<file path="src/rtl/bus_arbiter.sv">
// bus_arbiter: shares one memory/IO bus between master 0 (CPU) and master 1
// (DMA / GPU copy engine). Each master owns a one-deep pending register; the
// FSM issues one request at a time under round-robin arbitration, routes the
// result back to the owner and aborts transfers the slave never completes.
module bus_arbiter #(
  parameter int ADDR_W  = 27,
  parameter int DATA_W  = 32,
  parameter int TIMEOUT = 1023
) (
  input  logic              clk,
  input  logic              reset,
  // master 0
  input  logic [ADDR_W-1:0] m0_addr,
  input  logic [DATA_W-1:0] m0_data,
  input  logic              m0_we,
  input  logic              m0_start,
  output logic [DATA_W-1:0] m0_q,
  output logic              m0_done,
  output logic              m0_err,
  // master 1
  input  logic [ADDR_W-1:0] m1_addr,
  input  logic [DATA_W-1:0] m1_data,
  input  logic              m1_we,
  input  logic              m1_start,
  output logic [DATA_W-1:0] m1_q,
  output logic              m1_done,
  output logic              m1_err,
  // downstream bus
  output logic [ADDR_W-1:0] bus_addr,
  output logic [DATA_W-1:0] bus_data,
  output logic              bus_we,
  output logic              bus_start,
  input  logic [DATA_W-1:0] bus_q,
  input  logic              bus_done
);

  // Watchdog counter is just wide enough to hold TIMEOUT.
  localparam int               CNT_W     = (TIMEOUT > 0) ? $clog2(TIMEOUT + 1) : 1;
  localparam logic [CNT_W-1:0] CNT_LIMIT = CNT_W'(TIMEOUT);

  typedef enum logic [1:0] {
    ST_IDLE,
    ST_ISSUE,
    ST_WAIT
  } state_t;

  typedef struct packed {
    logic [ADDR_W-1:0] addr;
    logic [DATA_W-1:0] data;
    logic              we;
  } req_t;

  // Per-master inputs gathered into arrays so both masters share one code path.
  req_t       req_in [2];
  logic [1:0] start_in;

  assign req_in[0] = {m0_addr, m0_data, m0_we};
  assign req_in[1] = {m1_addr, m1_data, m1_we};
  assign start_in  = {m1_start, m0_start};

  // Pending request registers.
  req_t       req_q [2];
  req_t       req_d [2];
  logic [1:0] valid_q, valid_d;

  // Arbitration / transfer control.
  state_t           state_q, state_d;
  logic             owner_q, owner_d;
  logic             last_q, last_d;
  logic [CNT_W-1:0] cnt_q, cnt_d;
  logic             abort_q, abort_d;
  logic             complete;
  logic             pick;

  // Registered bus-side outputs.
  logic [ADDR_W-1:0] bus_addr_q, bus_addr_d;
  logic [DATA_W-1:0] bus_data_q, bus_data_d;
  logic              bus_we_q, bus_we_d;
  logic              bus_start_q, bus_start_d;

  // Registered master-side outputs.
  logic [1:0]        done_q, done_d;
  logic [1:0]        err_q, err_d;
  logic [DATA_W-1:0] q_q [2];
  logic [DATA_W-1:0] q_d [2];

  // Pending registers: capture a start only into an empty slot, retire on completion.
  always_comb begin
    // NOTE: every signal gets its hold value first so no path through the
    // block leaves it unassigned; that is what keeps this block latch-free.
    valid_d = valid_q;
    req_d   = req_q;
    if (complete) begin
      valid_d[owner_q] = 1'b0;
    end
    // A start seen while the slot is still full is dropped. In the cycle a
    // master's done is visible its slot is already empty, so a start there
    // is captured.
    for (int m = 0; m < 2; m++) begin
      if (start_in[m] && !valid_q[m]) begin
        valid_d[m] = 1'b1;
        req_d[m]   = req_in[m];
      end
    end
  end

  // Arbitration FSM: next state, bus drive, completion routing and watchdog.
  always_comb begin
    state_d     = state_q;
    owner_d     = owner_q;
    last_d      = last_q;
    cnt_d       = cnt_q;
    abort_d     = 1'b0;
    bus_addr_d  = bus_addr_q;
    bus_data_d  = bus_data_q;
    bus_we_d    = bus_we_q;
    bus_start_d = 1'b0;
    done_d      = '0;
    err_d       = '0;
    q_d         = q_q;
    complete    = 1'b0;
    pick        = 1'b0;

    case (state_q)
      ST_IDLE: begin
        if (|valid_q) begin
          // On a tie the master that did not go last wins; otherwise the
          // only requester is taken.
          pick        = (&valid_q) ? ~last_q : valid_q[1];
          owner_d     = pick;
          // Bus fields and the start strobe are loaded here so they appear
          // together, registered, during the ISSUE cycle.
          bus_addr_d  = req_q[pick].addr;
          bus_data_d  = req_q[pick].data;
          bus_we_d    = req_q[pick].we;
          bus_start_d = 1'b1;
          state_d     = ST_ISSUE;
        end
      end

      ST_ISSUE: begin
        cnt_d   = '0;
        state_d = ST_WAIT;
      end

      ST_WAIT: begin
        if (abort_q) begin
          // Abort was registered last cycle; it beats a bus_done arriving
          // now, which is then simply too late.
          q_d[owner_q]    = '0;
          done_d[owner_q] = 1'b1;
          err_d[owner_q]  = 1'b1;
          complete        = 1'b1;
          last_d          = owner_q;
          state_d         = ST_IDLE;
        end else if (bus_done) begin
          q_d[owner_q]    = bus_q;
          done_d[owner_q] = 1'b1;
          complete        = 1'b1;
          last_d          = owner_q;
          state_d         = ST_IDLE;
        end else if (TIMEOUT != 0) begin
          // cnt_d is this WAIT cycle's ordinal (1 in the first WAIT cycle).
          cnt_d   = cnt_q + 1'b1;
          abort_d = (cnt_d == CNT_LIMIT);
        end
      end

      default: state_d = ST_IDLE;
    endcase
  end

  // Control and output registers; everything clears asynchronously on reset.
  always_ff @(posedge clk or negedge reset) begin
    if (!reset) begin
      state_q     <= ST_IDLE;
      owner_q     <= 1'b0;
      last_q      <= 1'b1;
      cnt_q       <= '0;
      abort_q     <= 1'b0;
      bus_addr_q  <= '0;
      bus_data_q  <= '0;
      bus_we_q    <= 1'b0;
      bus_start_q <= 1'b0;
      done_q      <= '0;
      err_q       <= '0;
      q_q[0]      <= '0;
      q_q[1]      <= '0;
    end else begin
      // NOTE: non-blocking assignments here so every flop samples the
      // pre-edge value of every other flop, independent of statement order.
      state_q     <= state_d;
      owner_q     <= owner_d;
      last_q      <= last_d;
      cnt_q       <= cnt_d;
      abort_q     <= abort_d;
      bus_addr_q  <= bus_addr_d;
      bus_data_q  <= bus_data_d;
      bus_we_q    <= bus_we_d;
      bus_start_q <= bus_start_d;
      done_q      <= done_d;
      err_q       <= err_d;
      q_q         <= q_d;
    end
  end

  // Pending request storage.
  always_ff @(posedge clk or negedge reset) begin
    if (!reset) begin
      valid_q <= '0;
      // NOTE: the payload is qualified by valid_q alone, but it is only two
      // small registers, so it is reset as well to keep X out of the bus
      // fields on the first issue after reset.
      req_q[0] <= '0;
      req_q[1] <= '0;
    end else begin
      valid_q <= valid_d;
      req_q   <= req_d;
    end
  end

  assign bus_addr  = bus_addr_q;
  assign bus_data  = bus_data_q;
  assign bus_we    = bus_we_q;
  assign bus_start = bus_start_q;

  assign m0_q    = q_q[0];
  assign m0_done = done_q[0];
  assign m0_err  = err_q[0];
  assign m1_q    = q_q[1];
  assign m1_done = done_q[1];
  assign m1_err  = err_q[1];

endmodule

</file>
<file path="config.mk">
export PLATFORM = sky130hd
export DESIGN_NAME = bus_arbiter
export DESIGN_NICKNAME = d
export VERILOG_FILES = /design/src/rtl/bus_arbiter.sv
export SDC_FILE = /design/constraint.sdc
export NUM_CORES = 1
export LEC_CHECK = 0
export ABC_AREA = 0
export CAP_MARGIN = 30
export CORE_ASPECT_RATIO = 0.7
export CORE_MARGIN = 5
export CORE_UTILIZATION = 50
export DETAILED_ROUTE_END_ITERATION = 7
export GPL_ROUTABILITY_DRIVEN = 0
export PLACE_DENSITY = 0.82
export SYNTH_ARGS = -nofsm -noshare
export SYNTH_HDL_FRONTEND = slang
export SYNTH_SLANG_ARGS = --single-unit
</file>
<file path="constraint.sdc">
create_clock -name clk -period 5 [get_ports clk]
set_input_delay 1 -clock clk [delete_from_list [all_inputs] [get_ports clk]]
set_output_delay 1 -clock clk [all_outputs]
set_load 0.01 [all_outputs]
</file>
Yosys cells after proc, flatten, opt, wreduce, memory -nomap -nowiden --
Cells that the tools add are included.
Word-level totals: flip-flop bits (word level) 266, input port bits 157, logic and storage cells 94
Operators by class: equal/unequal tests 7, reductions and logical operators 17, mux-type cells 36, bitwise gates (word level) 7, $lt $le $gt $ge 5, $add $sub $neg 1
Operators by type and width (count):
- $mux 60 | 3
- $mux 64 | 2
- $and 64x64->64 | 1
- $bwmux 64 | 1
- $not 64->64 | 1
- $demux 32 s1 | 1
- $mux 32 | 1
- $mux 10 | 2
- $pmux 10 s2 | 1
- $mux 2 | 9
- $mux 1 | 14
- $add 10x1->10 const B | 1
- $eq 10x10->1 const B | 1
- $reduce_and 2->1 | 4
- $reduce_bool 2->1 | 4
- $ne 2x2->1 const B | 3
- $pmux 2 s3 | 1
- $ge 2x2->1 const B | 2
- $logic_and 1x1->1 | 4
- $not 1->2 | 2
- $ne 3x3->1 const B | 1
- $reduce_and 3->1 | 1
- $and 2x2->2 | 1
- $eq 2x1->1 const B | 1
- other kinds (10) | 11

Depth between registers and ports, before layout --
Gate-level depths: netlist of run 1.
depth after elaboration 8, mapped depth 7, mapped depth without buffers 6

Worst setup path after synthesis of run 1 --
No wires, ideal clock.
path kind in2reg, from input bus_done, to register cnt_q[7], slack 2.780 ns, data arrival time 2.092 ns, data required time 4.871 ns, setup time 0.129 ns, cell stages on the path 6, cells stage by stage or4b_4 -> buf_6 -> and2_1 -> buf_2 -> o21ai_2 -> o41ai_2
On the way: longest elaborated chain between the ends 2
RTL lines:
- start: declaration | RTL line 34 | input logic bus_done
- $ne 2x2->1 (no source line)
- $reduce_and 3->1 (no source line)
- end signal: assignment | RTL line 195 | cnt_q <= cnt_d;
- end: declaration | RTL line 70 | logic [CNT_W-1:0] cnt_q, cnt_d;
Every way passes these cells. A chain may end at the register's enable or synchronous reset.

Worst setup path in the final report of run 1 --
from input m1_start, to register req_q[15] (netlist name)
On the way: longest elaborated chain between the ends 1
RTL lines:
- start: declaration | RTL line 24 | input logic m1_start,
- $logic_and 1x1->1 | RTL line 100 | if (start_in[m] && !valid_q[m]) begin
- end signal: assignment | RTL line 218 | req_q <= req_d;
- end: declaration | RTL line 62 | req_t req_q [2];
Every way passes these cells.

==> flow_summary.json, run 1 <==
{
  "worstHoldStart": "bus_addr[16]",
  "io_pins": 286,
  "grt.total_usage_pct": 20.6,
  "use_met3_pct": 6.07,
  "synth_seq_cells": 266,
  "reg2reg_from": "state_q[0]",
  "start_kind": "primary input",
  "wire_per_inst_microns": 19.1,
  "antenna_cells": 0,
  "drt-total-wl_microns": 26100,
  "crit_type": "in -> reg",
  "p_leak_nw": 6.43,
  "vias": 7130,
  "design_area_sq_mm": 0.0148,
  "top_usage_layer": "met2",
  "viasPerCell": 5.21,
  "synth-edff-count": 0,
  "holdWs_ns": 0.477,
  "insertion_delay_ns": 0.52,
  "hold_path_depth": 2,
  "final_cell_mix": "284 x clkdlybuf4s50_1, 265 x dfrtp_1, 184 x mux2_2",
  "clock_sinks": 266,
  "fmaxAchievable_mhz": 394,
  "reg2reg_to": "m0_q[14]",
  "clock_path_buffers": 3,
  "synthesis.area_sq_mm": 0.0108,
  "fin_crit_sh_pct": 50.8,
  "instances_no_fill": 1369,
  "die_w_microns": 185,
  "clk_pin_slew_worst_paths_ns": 0.06,
  "dp_hpwl_microns": 18000,
  "endpoint": "req_q[15]",
  "setup_slack_ns": 2.46,
  "place_inst": 1323,
  "core_area_sq_mm": 0.0215,
  "cts_resized": 0,
  "cp-startpoint": "m1_start",
  "finalSetupViolations": 0,
  "final_common_cell": "clkdlybuf4s50_1",
  "drive_gt1_share_pct": 22.7,
  "met1_usage_pct": 28.8,
  "grt_pass1_vias": 7460,
  "r2r_slack_ns": 2.82,
  "syn_inst": 793,
  "nNetsFinal": 1228,
  "cts_setup_buffers": 0,
  "rsz0062_at_grt": "no",
  "port_buffers": 285,
  "end_kind": "flop",
  "drv_slew": 0,
  "async_reset_ff_share_pct": 100,
  "grt_max_degree": 113,
  "synthesis.nets": 952,
  "area_delta_synth_final_pct": 37.5,
  "ys_seq_area_share_pct": 61.8,
  "antenna_found_initial": 2,
  "cts_buffers": 26,
  "grt.met2_usage_pct": 32.1,
  "crit_fanout": 23,
  "timing.slew.headroom_pct": 45.5,
  "fp-row-count": 45,
  "die_height_microns": 133,
  "ant_nets": 0,
  "first_pass_iters": 5,
  "final-hold-violation-count": 0,
  "drv_cap": 0,
  "grt_pass1_wl_microns": 40800,
  "synthDistinctLibCells": 39,
  "route.detailed.drc": 0,
  "synth_ff_type": "dfrtp_1",
  "drtIter0Drc": 362,
  "hold_buffers": 0,
  "crit_arrival_ns": 2.94,
  "holdCritPathClass": "reg -> reg",
  "syn_area_per_cell_sq_um": 13.6,
  "powerDensity_mw_per_mm2": 640,
  "peakVddDrop_v": 0.000311,
  "worstMarginPinSlew_ns": 0.818,
  "yosys_warnings": 0,
  "reg2reg_depth": 5,
  "cts_tree": "done",
  "dieArea_sq_mm": 0.0246,
  "dp_slack_ns": 1.95,
  "tns_ns": 0,
  "place_area_sq_mm": 0.0140,
  "grt_overflow": 0,
  "floorplan.initialDensity_pct": 50.2,
  "root_buffer": "clkbuf_16",
  "h-tree-depth": 1,
  "status": "finished clean",
  "skew_ns": 0.00930,
  "min_period_ns": 2.54,
  "worst_ep_required_time_ns": 5.40
}
-- per-stage QoR --
stage	util, %	total power [mW]
floorplan	-	5.77
global placement	64.9	7.36
detailed placement	65.1	7.57
CTS	69.1	9.58
global route	69.1	10.1
finish	69.1	9.48
-- layout make-up --
type	instances	area [sq um]
clock inverter	9	123
clock buffer	37	733
fill	1517	6630
multi-input combinational	471	3920
tap	282	353
inverter	6	22.5
timing repair buffer	298	3010
sequential	266	6660
-- how the worst min path moves through the flow --
stage	endpoint
finish	bus_addr[16]
global route	bus_data[16]
CTS	bus_addr[16]
detailed placement	bus_addr[16]
global placement	bus_addr[5]
floorplan	last_q
-- routing by layer --
metal	routed length (microns)	share of wire, %	up-vias
li1	-	-	3305
met1	11500	44	3538
met2	11800	45	240
met3	2220	8.5	43
met4	600	2.3	4
met5	22	0.084	-
-- power breakdown --
| part | internal (mW) | switching [mW] |
|---|---|---|
| Sequential | 3.20 | 0.601 |
| Clock | 1.17 | 0.802 |
| Combinational | 2.14 | 1.56 |
-- registers in the layout, summed over array words and instances, names as in the netlist --
name,count
owner_q,1
bus_addr,27
req_q,120
bus_data,32
err_q,2
bus_we,1
cnt_q,10
done_q,2
last_q,1
valid_q,2
m1_q,32
abort_q,1
bus_start,1
state_q,2
m0_q,32
-- cell families after synthesis --
group,share of synthesized area (%)
DFF,61.8
and+or+nand+nor,6.05
xor gates and xnor gates,0.244
buffers and inverters,2.33
AOI/OAI and AO/OA,4.49
muxes,24.9
adders and majority gates,0.232
-- worst max-delay path, cell delays in order --
cell and delay [ns]:
clkdlybuf4s50_1 0.46, nor2b_4 0.62, buf_4 0.44, mux2_2 0.38
-- cell usage after synthesis, types with 2 or more instances --
cell | n | area share [%]
a21o_1 | 2 | 0.14
a21oi_1 | 2 | 0.093
and4_1 | 2 | 0.16
buf_2 | 12 | 0.56
buf_4 | 3 | 0.21
buf_6 | 2 | 0.21
clkbuf_1 | 32 | 1.1
dfrtp_1 | 265 | 62
ha_1 | 2 | 0.23
inv_1 | 6 | 0.21
mux2_2 | 184 | 19
mux2i_1 | 61 | 5.7
nand2_1 | 74 | 2.6
nand2b_1 | 2 | 0.12
nand3_1 | 4 | 0.19
nand3b_1 | 2 | 0.14
nand4_1 | 3 | 0.17
nor2_1 | 7 | 0.24
nor2b_1 | 36 | 2.1
o21ai_0 | 66 | 3.1
o21ai_1 | 6 | 0.28
o31ai_1 | 2 | 0.14
xnor2_1 | 2 | 0.16
(Power assumes the default switching activity.)
==> inputs of run 2 (changes only) <==
--- a/config.mk
+++ b/config.mk
@@ -9,10 +9,10 @@
 export CAP_MARGIN = 30
 export CORE_ASPECT_RATIO = 0.7
 export CORE_MARGIN = 5
-export CORE_UTILIZATION = 50
+export CORE_UTILIZATION = 49
 export DETAILED_ROUTE_END_ITERATION = 7
 export GPL_ROUTABILITY_DRIVEN = 0
-export PLACE_DENSITY = 0.82
+export PLACE_DENSITY = 0.81
 export SYNTH_ARGS = -nofsm -noshare
 export SYNTH_HDL_FRONTEND = slang
 export SYNTH_SLANG_ARGS = --single-unit
==> constraint.sdc (replaced) <==
create_clock -name clk -period 2.65 [get_ports clk]
set_input_delay 0.53 -clock clk [delete_from_list [all_inputs] [get_ports clk]]
set_output_delay 0.53 -clock clk [all_outputs]
set_load 0.01 [all_outputs]
==> run 2 against run 1 <==
  * Sequential share of layout area is 0.55 points lower
  * Setup slack worse by 1.8 ns
  * Via count rose by 0.70%
  * Routed wire length is 0.56% higher
  * Non-clock buffer count rose by 6
  * Clock power rose by 100%
  * Die area increased by 1.9%
  * Clock skew is 0.0060 ns higher
  * Sequential power increased by 89%
  * Final cell count up 0.58%
  * Total power rose by 91%
  * Critical endpoint is now bus_addr[10]
  * Largest cell class unchanged
==> flow_summary.json, run 2 (same netlist as run 1, synthesis figures left out) <==
{
  "floorplan.initialDensity_pct": 49.7,
  "p_leak_nw": 6.52,
  "cts_buffers": 26,
  "rsz0062_at_grt": "no",
  "dp_hpwl_microns": 18200,
  "powerDensity_mw_per_mm2": 1210,
  "grt_pass1_vias": 7652,
  "crit_buf_inv": 1,
  "h-tree-depth": 1,
  "met1_usage_pct": 27.8,
  "skew_ns": 0.0153,
  "top_usage_layer": "met2",
  "clock_sinks": 266,
  "n_fill_cell": 1539,
  "hold_buffers": 1,
  "area_delta_synth_final_pct": 39.2,
  "end_kind": "primary output",
  "worst_ep_required_time_ns": 2.12,
  "grt_max_degree": 79,
  "fin_crit_sh_pct": 76.4,
  "viasPerCell": 5.21,
  "final_common_cell": "clkdlybuf4s50_1",
  "largest_reg_flops": 120,
  "drive_gt1_share_pct": 23.7,
  "insertion_delay_ns": 0.52,
  "use_met3_pct": 6.24,
  "holdCritPathClass": "reg -> reg",
  "wire_per_inst_microns": 19.1,
  "antenna_cells": 0,
  "finalSetupViolations": 0,
  "final-hold-violation-count": 0,
  "grt.met2_usage_pct": 33.6,
  "status": "finished clean",
  "tns_ns": 0,
  "root_buffer": "clkbuf_16",
  "path_cells": "clkdlybuf4s50_1",
  "crit_family": "buffers and inverters",
  "grt_pass1_wl_microns": 42200,
  "cts_setup_buffers": 0,
  "utilization_pct": 69.2,
  "finalPower_mw": 18.1,
  "start_kind": "flop",
  "ant_nets": 0,
  "fp-row-count": 45,
  "crit_arrival_ns": 1.49,
  "antenna_found_initial": 2,
  "nNetsFinal": 1234,
  "drv_cap": 0,
  "min_period_ns": 2.02,
  "final_cell_mix": "284 x clkdlybuf4s50_1, 265 x dfrtp_1, 184 x mux2_2",
  "cp_slowest_stage_delay_ns": 0.61,
  "cts_resized": 0,
  "drv_slew": 0,
  "clock_path_buffers": 3,
  "drt-total-wl_microns": 26200,
  "die_w_microns": 187,
  "core_area_sq_mm": 0.0217,
  "dieArea_sq_mm": 0.0251,
  "grt_overflow": 0,
  "crit_type": "reg -> out",
  "drtIter0Drc": 342,
  "cts_tree": "done",
  "first_pass_iters": 4,
  "top_register": "req_q",
  "port_buffers": 285,
  "critPathSlowestCell": "clkdlybuf4s50_1",
  "io_pins": 286,
  "vias": 7180,
  "route.detailed.drc": 0,
  "timing.slew.headroom_pct": 51.6,
  "crit_fanout": 2,
  "fmaxAchievable_mhz": 494,
  "peakVddDrop_v": 0.00111,
  "grt.total_usage_pct": 20.7,
  "die_height_microns": 134,
  "worstMarginPinSlew_ns": 0.725,
  "clk_pin_slew_worst_paths_ns": 0.07
}
## run 2: cell types whose count changed in the layout (fill, tap and decap cells not counted)
| cell | change |
|---|---|
| dlygate4sd3_1 | +1 |
| bufinv_16 | +2 |
| clkbuf_8 | +2 |
| buf_16 | -1 |
| clkinvlp_4 | +1 |
| clkbuf_1 | -5 |
| clkinv_4 | +2 |
| buf_4 | +1 |
| buf_12 | +5 |
## run 2: per-layer routing
layer / share of wire, % / routed length (microns)
met5: 0.099 / 26
met4: 2.0 / 513
met3: 8.0 / 2100
met2: 46 / 12100
met1: 44 / 11500
## run 2: power by group
group          switching [mW]  internal (mW)  total, mW
logic                    2.95           3.98       6.93
clock network            1.56           2.47       4.02
registers                1.13           6.04       7.17
total                    5.63           12.5       18.1
## run 2: layout make-up
class | instances | area [sq um] | area share [%]
flip-flops and latches | 266 | 6660 | 44.4
clock inverters | 14 | 208 | 1.38
clock buffers | 34 | 742 | 4.95
multi-input cells | 471 | 3920 | 26.1
well taps | 282 | 353 | 2.35
repair buffers | 304 | 3100 | 20.7
inverters | 6 | 22.5 | 0.150
## run 2: stage by stage
step                area (sq um)  hold slack [ns]  worst slack, ns  instances
global placement           14000            0.461            0.324       1328
finish                     15000            0.478            0.626       1377
floorplan                  10800            0.234            0.900        793
detailed placement         14000            0.469            0.270       1328
CTS                        15000            0.482            0.593       1377
global route               15000            0.500            0.540       1377
## run 2: final timing paths
check / start / endpoint / slack, ns / depth (start not counted)
max: bus_addr[10] / bus_addr[10] / 0.63 / 1
min: bus_addr[12] / bus_addr[12] / 0.48 / 2
max reg2reg: state_q[0] / m0_q[4] / 0.75 / 5
min reg2reg: bus_addr[12] / bus_addr[12] / 0.48 / 2
max in group asynchronous: reset / req_q[2] / 1.38 / 3
min in group asynchronous: reset / m0_q[12] / 0.58 / 2
